==> src/rtl/interrupt_controller.sv <==
// Fixed-priority interrupt controller with edge-latched sources,
// a mask register and a REQ/SERVICE/GAP handshake with the core.
//
// Ports:
//   clk        - single clock, rising edge
//   reset      - synchronous, active-low
//   irq_src    - level interrupt sources (edge-detected internally)
//   mask_wr    - load mask register from mask_data at the next edge
//   mask_data  - new mask, bit=1 enables that source
//   intAck     - core accepted the request (honoured only in REQ)
//   intDone    - handler returned (honoured only in SERVICE)
//   interrupt  - request to the core's interrupt pin
//   vector     - index of the source being requested or serviced
//   pending    - pending latch contents
//   busy       - high whenever the FSM is not IDLE
//
// NUM_SRC must be at least 2.

module interrupt_controller #(
    parameter int NUM_SRC    = 4,
    parameter int GAP_CYCLES = 3
) (
    input  logic                                       clk,
    input  logic                                       reset,
    input  logic [NUM_SRC-1:0]                         irq_src,
    input  logic                                       mask_wr,
    input  logic [NUM_SRC-1:0]                         mask_data,
    input  logic                                       intAck,
    input  logic                                       intDone,
    output logic                                       interrupt,
    output logic [(NUM_SRC > 1 ? $clog2(NUM_SRC) : 1)-1:0] vector,
    output logic [NUM_SRC-1:0]                         pending,
    output logic                                       busy
);

    localparam int VW = (NUM_SRC > 1) ? $clog2(NUM_SRC) : 1;
    localparam int CW = (GAP_CYCLES > 1) ? $clog2(GAP_CYCLES) : 1;
    localparam logic [CW-1:0] GAP_LOAD =
        (GAP_CYCLES > 0) ? CW'(GAP_CYCLES - 1) : '0;

    typedef enum logic [1:0] {
        IDLE,
        REQ,
        SERVICE,
        GAP
    } state_t;

    state_t             state;
    state_t             state_next;
    logic [NUM_SRC-1:0] mask;
    logic [NUM_SRC-1:0] prev;
    logic [NUM_SRC-1:0] rise;
    logic [NUM_SRC-1:0] eligible;
    logic [NUM_SRC-1:0] clr;
    logic [VW-1:0]      winner;
    logic [VW-1:0]      vector_next;
    logic [CW-1:0]      cnt;
    logic [CW-1:0]      cnt_next;

    assign rise     = irq_src & ~prev;
    assign eligible = pending & mask;

    // Scan high to low so the lowest eligible index is the last write.
    always_comb begin
        winner = '0;
        for (int i = NUM_SRC - 1; i >= 0; i--) begin
            if (eligible[i]) begin
                winner = VW'(i);
            end
        end
    end

    always_comb begin
        state_next  = state;
        vector_next = vector;
        cnt_next    = cnt;
        clr         = '0;
        unique case (state)
            IDLE: begin
                if (|eligible) begin
                    state_next  = REQ;
                    vector_next = winner;
                end
            end
            REQ: begin
                if (intAck) begin
                    state_next  = SERVICE;
                    clr[vector] = 1'b1;
                end
            end
            SERVICE: begin
                if (intDone) begin
                    if (GAP_CYCLES == 0) begin
                        state_next = IDLE;
                    end else begin
                        state_next = GAP;
                        cnt_next   = GAP_LOAD;
                    end
                end
            end
            GAP: begin
                if (cnt == '0) begin
                    state_next = IDLE;
                end else begin
                    cnt_next = cnt - 1'b1;
                end
            end
            default: state_next = IDLE;
        endcase
    end

    // prev tracks irq_src even through reset so held levels give no edge.
    // A new edge on the same cycle as an ack clear wins (set after clear).
    always_ff @(posedge clk) begin
        if (!reset) begin
            state   <= IDLE;
            vector  <= '0;
            cnt     <= '0;
            pending <= '0;
            mask    <= '1;
            prev    <= irq_src;
        end else begin
            state   <= state_next;
            vector  <= vector_next;
            cnt     <= cnt_next;
            pending <= (pending & ~clr) | rise;
            prev    <= irq_src;
            if (mask_wr) begin
                mask <= mask_data;
            end
        end
    end

    assign interrupt = (state == REQ);
    assign busy      = (state != IDLE);

endmodule

==> config.mk <==
export PLATFORM = sky130hd
export DESIGN_NAME = interrupt_controller
export DESIGN_NICKNAME = d
export VERILOG_FILES = /design/src/rtl/interrupt_controller.sv
export SDC_FILE = /design/constraint.sdc
export NUM_CORES = 1
export LEC_CHECK = 0
export BUFFER_PORTS_ARGS = -buffer_cell sky130_fd_sc_hd__buf_2
export CAP_MARGIN = 20
export CORE_UTILIZATION = 50
export DETAILED_ROUTE_END_ITERATION = 12
export PLACE_DENSITY_LB_ADDON = 0.3
export SYNTH_ARGS = -nofsm -noshare
export SYNTH_HDL_FRONTEND = slang
export SYNTH_SLANG_ARGS = --single-unit
==> constraint.sdc <==
create_clock -name clk -period 1.8 [get_ports clk]
set_input_delay 0.36 -clock clk [delete_from_list [all_inputs] [get_ports clk]]
set_output_delay 0.36 -clock clk [all_outputs]
set_load 0.1 [all_outputs]
## After elaboration in Yosys (flattened, before gate mapping)

Index checks and enable logic that the tools add are counted.

| word-level totals | value |
|---|---|
| memories kept | 0 |
| bits in writable memories | 0 |
| output and inout bits | 8 |
| bits of input ports | 13 |
| word-level logic and storage cells | 48 |
| latch bits | 0 |
| bits in read-only memories | 0 |
| register bits after elaboration | 18 |

| operators by class | value |
|---|---|
| multiplexer cells | 16 |
| $mul | 0 |
| bitwise operators | 6 |
| add/subtract/negate cells | 1 |
| shifts and indexed selects | 0 |
| div/mod/pow operators | 0 |
| order comparisons | 2 |
| eq/ne operators | 8 |
| reduce and logical (&&, ||, !) cells | 9 |

Operator list:

| kind | count |
|---|---|
| 2-to-1 mux 2 bit | 10 |
| bitwise AND 4 bit | 3 |
| inequality test 2 bit (second input constant) | 5 |
| 2-to-1 mux 4 bit | 2 |
| NOT 4 bit | 2 |
| one-hot mux 2 bit (4 select lines) | 1 |
| equality test 2 bit (second input constant) | 2 |
| logical NOT 2 bit | 2 |
| bitwise OR 4 bit | 1 |
| one-hot mux 2 bit (2 select lines) | 1 |
| AND reduction 4 bit | 1 |
| nonzero test 2 bit | 2 |
| OR reduction 4 bit | 1 |
| < comparator 2 x 3 -> 1 bit (second input constant) | 1 |
| AND reduction 3 bit | 1 |
| demux 1 bit (select 2 bit) | 1 |
| equality test 2 x 1 -> 1 bit (second input constant) | 1 |
| >= comparator 2 x 1 -> 1 bit (second input constant) | 1 |
| AND reduction 2 bit | 1 |
| subtractor 2 x 1 -> 2 bit (second input constant) | 1 |
| logical AND 1 bit | 1 |
| 2-to-1 mux 1 bit | 1 |

## Logic depth before layout (Yosys ltp)

Gate-level depths: netlist (run 1).

| depth | value |
|---|---|
| depth in word-level cells | 9 |
| depth in mapped cells | 6 |
| gate-level depth less buffers | 6 |

## Least setup slack after synthesis (run 1)

Ideal clock, no wire load.

| timing path | value |
|---|---|
| path kind | register to register |
| start point | reg state[1] |
| end point | reg state[0] |
| buffers on the path | 0 |
| library setup time | 0.066 ns |
| clock period less this slack | 1.996 ns |
| data arrival time | 1.930 ns |
| path slack | -0.196 ns |
| data required time | 1.734 ns |
| stages on the path, launching flop included | 6 |
| cell sequence | dfxtp_1 > inv_1 > ha_1 > a221o_1 > a221o_1 > a21oi_2 |

| on the way | value |
|---|---|
| cells in the longest elaborated chain, start to end | 3 |
| elaborated cells on any way between the ends | 10 |
| those cells by class | eq/ne (7); mux (1); reduce/logical (2) |

RTL lines:

| item | line | source |
|---|---|---|
| start, declared | 48 | `state_t state;` |
| start signal, assigned | 123 | `state <= state_next;` |
| equality test 2 x 1 -> 1 bit * | - |  |
| via interrupt | 30 | `output logic interrupt,` |
| inequality test 2 bit (no source line) | - |  |
| AND reduction 4 bit (no source line) | - |  |

Mark *: on every way through the listed nets, which the timed path passes. The rest lies on a longest branch.
A chain may end at the register's enable or synchronous reset.

## Worst setup path in the final report (run 1)

| timing path | value |
|---|---|
| start point | reg state[0] |
| end point | out busy |

| on the way | value |
|---|---|
| cells in the longest elaborated chain, start to end | 1 |

RTL lines:

| item | line | source |
|---|---|---|
| nonzero test 2 bit | 135 | `assign busy = (state != IDLE);` |
| end, declared | 33 | `output logic busy` |

Every way passes these cells.

==> flow_summary.toml, run 1 <==
[final_layout]
fin_cells = 128
diodes = 0
fin_nets = 133
area_growth_pct = 20.6
drive_gt1_frac = 0.295

[setup_path]
startpoint = "state[0]$_SDFFE_PN0P_"
critical_path.max_stage_delay_ns = 0.35
crit_slowest_cell = "dfxtp_2"
path_cells = "inv_1, ha_2, clkinvlp_4, buf_12"
cp-start-kind = "flip-flop"
r2r-start = "state[0]$_SDFFE_PN0P_"
critPathBufInv = 3
cp_max_fo = 4
crit_family = "buffers and inverters"
critPathCaptureType = "primary output"
critPathRequiredTime_ns = 1.44
arrival_ns = 1.36
path_class = "reg -> out"

[global_route]
grt_usage = 0.189
grt_pass1_vias = 653
grt_max_degree = 10
grt-ovfl-total = 0
antenna_found_initial = 0
grt_pass1_wl_um = 2610

[timing]
setup_violations = 0
clock_skew_ns = 0.00416
worst_slew_pin_slew_ns = 0.489
finalCritPeriodShare = 0.956
slew_violations = 0
hold_ws_ns = 0.182
max_slew_margin = 0.677
clock.fmax_ghz = 0.581
fin_setup_tns_ns = 0
rsz0062_at_grt = "false"
worst_slack_ns = 0.0792
post-route-min-period_ns = 1.72
hold_viol_final = 0

[hold_path]
hp-class = "in -> reg"
hold_start = "irq_src[3]"

[synthesis]
async_flop_share = 0
synth_cell_types = 25
yosys.area.top_type_share = 0.443
syn_area_per_cell_um2 = 8.94
synthesis.area_um2 = 813
synth_top_cells_by_count = "18 x dfxtp_1, 10 x nor2_1, 9 x a21oi_1"
synthesis.nets = 110
yosys_warnings = 0
synth_largest_area_cell = "dfxtp_1"
netlist_instances = 91
synth_most_common_cell = "dfxtp_1"
synth_flop_cell = "dfxtp_1"
seq_area_frac_synth = 0.443
ys_top_cells_by_area = "dfxtp_1 44%, ha_1 9.2%, mux2i_1 6.2%"
synth_edf_count = 0
ys_seq_elements = 18

[placed_design]
portBuffers = 20
dp_slack_ns = 0.0714
hpwl_um = 1190
gp_congestion = 0.741
dp_cells = 125

[die]
initial_core_util = 0.540
top_level_ports = 21
die_x_um = 42.3
die_h_um = 42.3
rows = 14
die_area_um2 = 1790
core_um2 = 1510

[clocking]
h-tree-depth = 1
post_cts_buffers = 0
cts.clk_slew.worst_paths_ns = 0.10
root_buffer = "clkbuf_4"
cts_buffers = 3
cts_tree = "yes"
insertion_delay_ns = 0.29
cts_buffer_depth = 2
clkSinkCount = 18

[drt]
drcViolationCount = 0
top_layer = "met4"
drt_pre_antenna_iters = 4
drt_iter0_markers = 19
wl_per_cell_um = 12.0
postRouteAntennaNets = 0
drt_wl_total_um = 1530
dr_wl_met3_um = 62
avgViaCountPerCell = 5.43
vias = 695
dr_wl_met2_um = 702
wl_met1_um = 744

[status]
status = "finished clean"

[flow_run]
drv_cap = 0

[power]
ir_drop_mv = 1.18
p_per_area_nw_per_um2 = 1610
p_leak_nw = 0.434
[worst paths after layout]
kind                                end  slack, ns  depth (start not counted)
setup reg to reg  state[0]$_SDFFE_PN0P_       0.11                          6
hold / removal          prev[3]$_DFF_P_       0.18                          1
hold reg to reg   pending[1]$_SDFF_PN0_       0.49                          2
setup / recovery                   busy       0.08                          4
[per-stage QoR]
step           cell area, µm²  power, mW  utilization
2_1_floorplan             825       1.19            -
3_3_place_gp              952       1.35        0.632
3_5_place_dp              952       1.38        0.632
4_1_cts                   980       1.58        0.650
5_1_grt                   981       1.66        0.651
6_report                  981       1.58        0.651
[report_power, final]
part | total (mW) | switching, mW | internal (mW)
logic | 0.870 | 0.598 | 0.273
registers | 0.512 | 0.0527 | 0.459
clock network | 0.197 | 0.119 | 0.0777
total | 1.58 | 0.770 | 0.810
[area by class of cell]
type                            count  area, µm²
Fill cell                         135        526
Inverter                            8       33.8
Multi-Input combinational cell     63        420
Clock buffer                        3       22.5
Timing Repair Buffer               20        118
Tap cell                           16       20.0
Sequential cell                    18        367
[cells by family (layout without fill, tap and decap cells)]
logic type               count (synthesis)  count (layout)  synth area share
adder cells (fa/ha/maj)                  6               6            0.0923
AO/OA/AOI/OAI                           24              24             0.197
flip-flops                              18              18             0.443
multiplexers                             5               5            0.0615
buffers and inverters                   10              31            0.0462
AND/OR/NAND/NOR                         28              28             0.160
[metal layers]
layer	vias up	track usage
li1	359	-
met1	318	0.235
met2	14	0.314
met3	4	0.0431
met4	0	0.0750
met5	-	0
[flip-flops by register name, indices dropped and copies added, names as in the netlist]
| signal | count |
|---|---|
| state | 2 |
| pending | 4 |
| cnt | 2 |
| vector | 2 |
| prev | 4 |
| mask | 4 |
[repair_timing]
item	in CTS	in global routing
gates resized for setup	2	1
hold buffers	0	0
gates cloned	0	0
setup endpoints to repair	2	2
[cell usage in the layout (no fill, tap or decap), types with 4 or more instances in the layout]
cell type / count
nand2_1: 8
nor2_1: 10
dfxtp_1: 13
buf_2: 18
a21oi_1: 9
ha_1: 4
dfxtp_2: 5
mux2i_1: 5
o21ai_0: 4
inv_1: 6
Note: power is estimated with default switching activity, not from simulation.
==> run 2: changes to the inputs <==
Clock period 1.8 ns to 1.9 ns, I/O delays scaled along.
==> run 2 against run 1 <==
  * Critical path depth down 1
  * Total power down 6.2%
  * Sequential share of layout area down 0.067 points
  * Core utilization decreased by 1.0 points
  * Worst setup slack worse by 0.0064 ns
  * Flip-flop and latch count unchanged
  * Critical path type unchanged
  * Critical endpoint is now interrupt
  * Largest cell class unchanged
  * Highest routed layer unchanged
==> flow_summary.toml, run 2 (synthesized netlist as in run 1, its figures left out) <==
[status]
status = "finished clean"

[timing]
hold_viol_final = 0
post-route-min-period_ns = 1.83
slew_violations = 0
worst_slew_pin_slew_ns = 0.486
fin_setup_tns_ns = 0
clock.fmax_ghz = 0.547
rsz0062_at_grt = "false"
clock_skew_ns = 0.00382
finalCritPeriodShare = 0.962
max_slew_margin = 0.678
setup_violations = 0

[global_route]
grt-ovfl-total = 0
grt_usage = 0.207
grt_pass1_wl_um = 2750
grt_pass1_vias = 633
antenna_found_initial = 0
grt_max_degree = 10

[hold_path]
holdPathStages = 1
hp-class = "in -> reg"
hold_start = "irq_src[3]"
min_to = "prev[3]$_DFF_P_"

[die]
core_um2 = 1510
die_area_um2 = 1790
initial_core_util = 0.540
top_level_ports = 21
die_x_um = 42.3
die_h_um = 42.3
rows = 14

[final_layout]
diodes = 0
final_common_cell = "buf_2"
drive_gt1_frac = 0.241
largestRegisters = "mask: 4 flops, pending: 4 flops, prev: 4 flops"
area_growth_pct = 18.8
fin_nets = 133
layout_common_cells = "19 x buf_2, 18 x dfxtp_1, 10 x nor2_1, 9 x a21oi_1, 8 x nand2_1"
n_fill_cell = 140

[drt]
vias = 718
drt_wl_total_um = 1680
drt_iter0_markers = 19
drcViolationCount = 0
drt_pre_antenna_iters = 4
wl_per_cell_um = 13.1
postRouteAntennaNets = 0
avgViaCountPerCell = 5.61

[power]
p_per_area_nw_per_um2 = 1530
p_leak_nw = 0.438
p_total_mw = 1.48
ir_drop_mv = 1.05

[clocking]
cts.clk_slew.worst_paths_ns = 0.09
insertion_delay_ns = 0.29
ctsHoldBuffers = 0
h-tree-depth = 1
cts_buffer_depth = 2
post_cts_buffers = 0
cts_buffers = 3
clkSinkCount = 18
root_buffer = "clkbuf_4"
cts_tree = "yes"

[setup_path]
cp_max_fo = 6
critPathCaptureType = "primary output"
reg2reg_depth = 6
path_class = "reg -> out"
rrSetupSlack_ns = 0.15
cp-start-kind = "flip-flop"
arrival_ns = 1.45
r2r_end = "state[1]$_SDFFE_PN0P_"
r2r-start = "state[0]$_SDFFE_PN0P_"
critPathRequiredTime_ns = 1.52

[placed_design]
hpwl_um = 1220
gp_congestion = 0.790
portBuffers = 20

[flow_run]
drv_cap = 0
-- run 2: changes by cell type in the layout (fill, tap and decap cells not counted), sizes merged --
cell	change
clkinvlp	-1
inv	+1
-- run 2: cell type report --
type / instances / area, µm² / share of cell area
flip-flops and latches: 18 / 360 / 0.373
repair buffers: 20 / 115 / 0.119
clock buffers: 3 / 22.5 / 0.0233
multi-input cells: 63 / 418 / 0.433
inverters: 8 / 30.0 / 0.0311
well taps: 16 / 20.0 / 0.0207
-- run 2: timing repair --
action,CTS,global route
hold endpoints to repair,0,0
resized for setup,0,1
endpoints found under the setup margin,0,1
-- run 2: worst max-delay path by stage --
stage / start / to / slack (ns) / cells after the start
2_1_floorplan: state[0]$_SDFFE_PN0P_ / state[0]$_SDFFE_PN0P_ / 0.01 / 6
3_3_place_gp: state[0]$_SDFFE_PN0P_ / state[0]$_SDFFE_PN0P_ / 0.24 / 6
3_5_place_dp: state[0]$_SDFFE_PN0P_ / state[1]$_SDFFE_PN0P_ / 0.17 / 6
4_1_cts: state[1]$_SDFFE_PN0P_ / interrupt / 0.06 / 3
5_1_grt: state[1]$_SDFFE_PN0P_ / interrupt / 0.002 / 3
6_report: state[1]$_SDFFE_PN0P_ / interrupt / 0.07 / 3
-- run 2: routing by layer --
layer  global-route usage  share of wire
met1                0.277           0.46
met2                0.323           0.49
met3               0.0259          0.035
met4                0.113          0.014
met5                    0              0
-- run 2: worst max-delay path: stages (launching register included) --
cell and delay [ns]:
dfxtp_1 0.35, inv_1 0.11, ha_2 0.25, buf_2 0.45
-- run 2: power by group --
group	switching [mW]	internal (mW)	total, mW	leakage [nW]
registers	0.0532	0.431	0.484	0.149
logic	0.569	0.243	0.812	0.275
clock network	0.110	0.0738	0.184	0.0138
total	0.732	0.748	1.48	0.438
-- run 2: through the flow --
| stage | utilization | setup slack [ns] | hold slack (ns) | cell area, µm² | std cells |
|---|---|---|---|---|---|
| final | 0.641 | 0.0728 | 0.195 | 966 | 128 |
| after global routing | 0.641 | 0.00154 | 0.183 | 966 | 128 |
| after CTS | 0.641 | 0.0588 | 0.185 | 966 | 128 |
| after detailed placement | 0.626 | 0.169 | 0.486 | 943 | 125 |
| after global placement | 0.626 | 0.244 | 0.472 | 943 | 125 |
| after floorplan | - | 0.0117 | 0.408 | 816 | 91 |
==> run 3: changes to the inputs <==
Clock period 1.9 ns to 2.1 ns, I/O delays scaled along.
==> run 3 against run 2 <==
  * Largest cell class unchanged
  * Final cell count up 0.78%
  * Flip-flop and latch count unchanged
  * Critical endpoint is now busy
  * Sequential power fell by 9.7%
  * Die area unchanged
  * Critical path type unchanged
  * Worst hold slack better by 0.038 ns
  * Combinational power decreased by 17%
  * Sequential share of layout area about the same
==> flow_summary.toml, run 3 (synthesized netlist as in run 1, its figures left out) <==
[status]
status = "finished clean"

[final_layout]
fin_nets = 133
drive_gt1_frac = 0.230
diodes = 0
layout_common_cells = "19 x buf_2, 18 x dfxtp_1, 10 x nor2_1, 9 x a21oi_1, 8 x nand2_1"
n_fill_cell = 134
final_common_cell = "buf_2"
area_growth_pct = 18.6
largestRegisters = "mask: 4 flops, pending: 4 flops, prev: 4 flops"

[flow_run]
drv_cap = 0

[timing]
clock_skew_ns = 0.00357
hold_ws_ns = 0.233
fin_setup_tns_ns = 0
slew_violations = 0
rsz0062_at_grt = "false"
setup_violations = 0
post-route-min-period_ns = 1.95
max_slew_margin = 0.679
worst_slew_pin_slew_ns = 0.485
hold_viol_final = 0
clock.fmax_ghz = 0.513
finalCritPeriodShare = 0.929

[drt]
wl_per_cell_um = 13.3
avgViaCountPerCell = 5.74
drcViolationCount = 0
drt_iter0_markers = 12
postRouteAntennaNets = 0
drt_wl_total_um = 1720
vias = 741
drt_pre_antenna_iters = 4

[global_route]
grt_pass1_vias = 720
grt_max_degree = 11
grt_pass1_wl_um = 2950
antenna_found_initial = 0
grt_usage = 0.220
grt-ovfl-total = 0

[setup_path]
crit_path_end = "busy"
r2r-start = "state[0]$_SDFFE_PN0P_"
arrival_ns = 1.53
path_class = "reg -> out"
rrSetupSlack_ns = 0.36
startpoint = "state[0]$_SDFFE_PN0P_"
cp-start-kind = "flip-flop"
cp_max_fo = 4
critPathRequiredTime_ns = 1.68
reg2reg_depth = 6
r2r_end = "state[0]$_SDFFE_PN0P_"
critPathCaptureType = "primary output"

[die]
initial_core_util = 0.540
die_h_um = 42.3
top_level_ports = 21
core_um2 = 1510
rows = 14
die_area_um2 = 1790
die_x_um = 42.3

[clocking]
h-tree-depth = 1
cts_buffers = 3
cts.clk_slew.worst_paths_ns = 0.10
clkSinkCount = 18
insertion_delay_ns = 0.29
cts_buffer_depth = 2
cts_tree = "yes"
root_buffer = "clkbuf_4"

[power]
p_leak_nw = 0.444
ir_drop_mv = 1.19
p_total_mw = 1.32
p_per_area_nw_per_um2 = 1370

[placed_design]
hpwl_um = 1290
portBuffers = 20
gp_congestion = 0.763

[hold_path]
hp-class = "in -> reg"
[run 3: cell count changes in the layout (fill, tap and decap cells not counted)]
cell      delta
clkbuf_8     +1
inv_2        -1
ha_2         -1
inv_1        +1
buf_12       -1
ha_1         +1
clkbuf_4     +1
[run 3: power by group]
part	total [mW]	switching [mW]	internal, mW
Clock	0.208	0.102	0.106
Sequential	0.437	0.0472	0.390
Combinational	0.675	0.500	0.175
[run 3: worst min-delay path by stage]
stage,start,endpoint,slack (ns),depth (start not counted)
final,irq_src[0],prev[0]$_DFF_P_,0.23,1
after global routing,irq_src[1],prev[1]$_DFF_P_,0.21,1
after CTS,irq_src[0],prev[0]$_DFF_P_,0.22,1
after detailed placement,prev[1]$_DFF_P_,pending[1]$_SDFF_PN0_,0.47,2
after global placement,prev[0]$_DFF_P_,pending[0]$_SDFF_PN0_,0.47,2
after floorplan,irq_src[0],prev[0]$_DFF_P_,0.45,0
[run 3: critical path, stage by stage, from the launching register on]
cell and delay (ns):
dfxtp_1 0.40, inv_1 0.11, ha_1 0.25, inv_1 0.13, clkbuf_4 0.35
[run 3: layout make-up]
class                   instances  area, µm²  area share
repair buffers                 20        103       0.106
inverters                       8       30.0      0.0311
flip-flops and latches         18        360       0.374
well taps                      16       20.0      0.0208
clock buffers                   4       36.3      0.0376
multi-input cells              63        415       0.431
[run 3: routing by layer]
layer / wire, µm / up-vias / track usage
li1: - / 365 / -
met1: 724 / 346 / 0.255
met2: 860 / 22 / 0.372
met3: 99 / 8 / 0.0776
met4: 30 / 0 / 0.0750
met5: 0 / - / 0
[run 3: what timing repair did]
item,4_1_cts,5_1_grt
setup endpoints to repair,0,1
hold buffers,0,0
setup buffers,0,0
gates resized for setup,0,1
[run 3: metrics by stage]
stage	util	setup WS, ns	cells	instance area [µm²]
2_1_floorplan	-	0.104	91	813
3_3_place_gp	0.615	0.442	125	926
3_5_place_dp	0.615	0.398	125	926
4_1_cts	0.639	0.0663	129	962
5_1_grt	0.640	0.0410	129	965
6_report	0.640	0.150	129	965
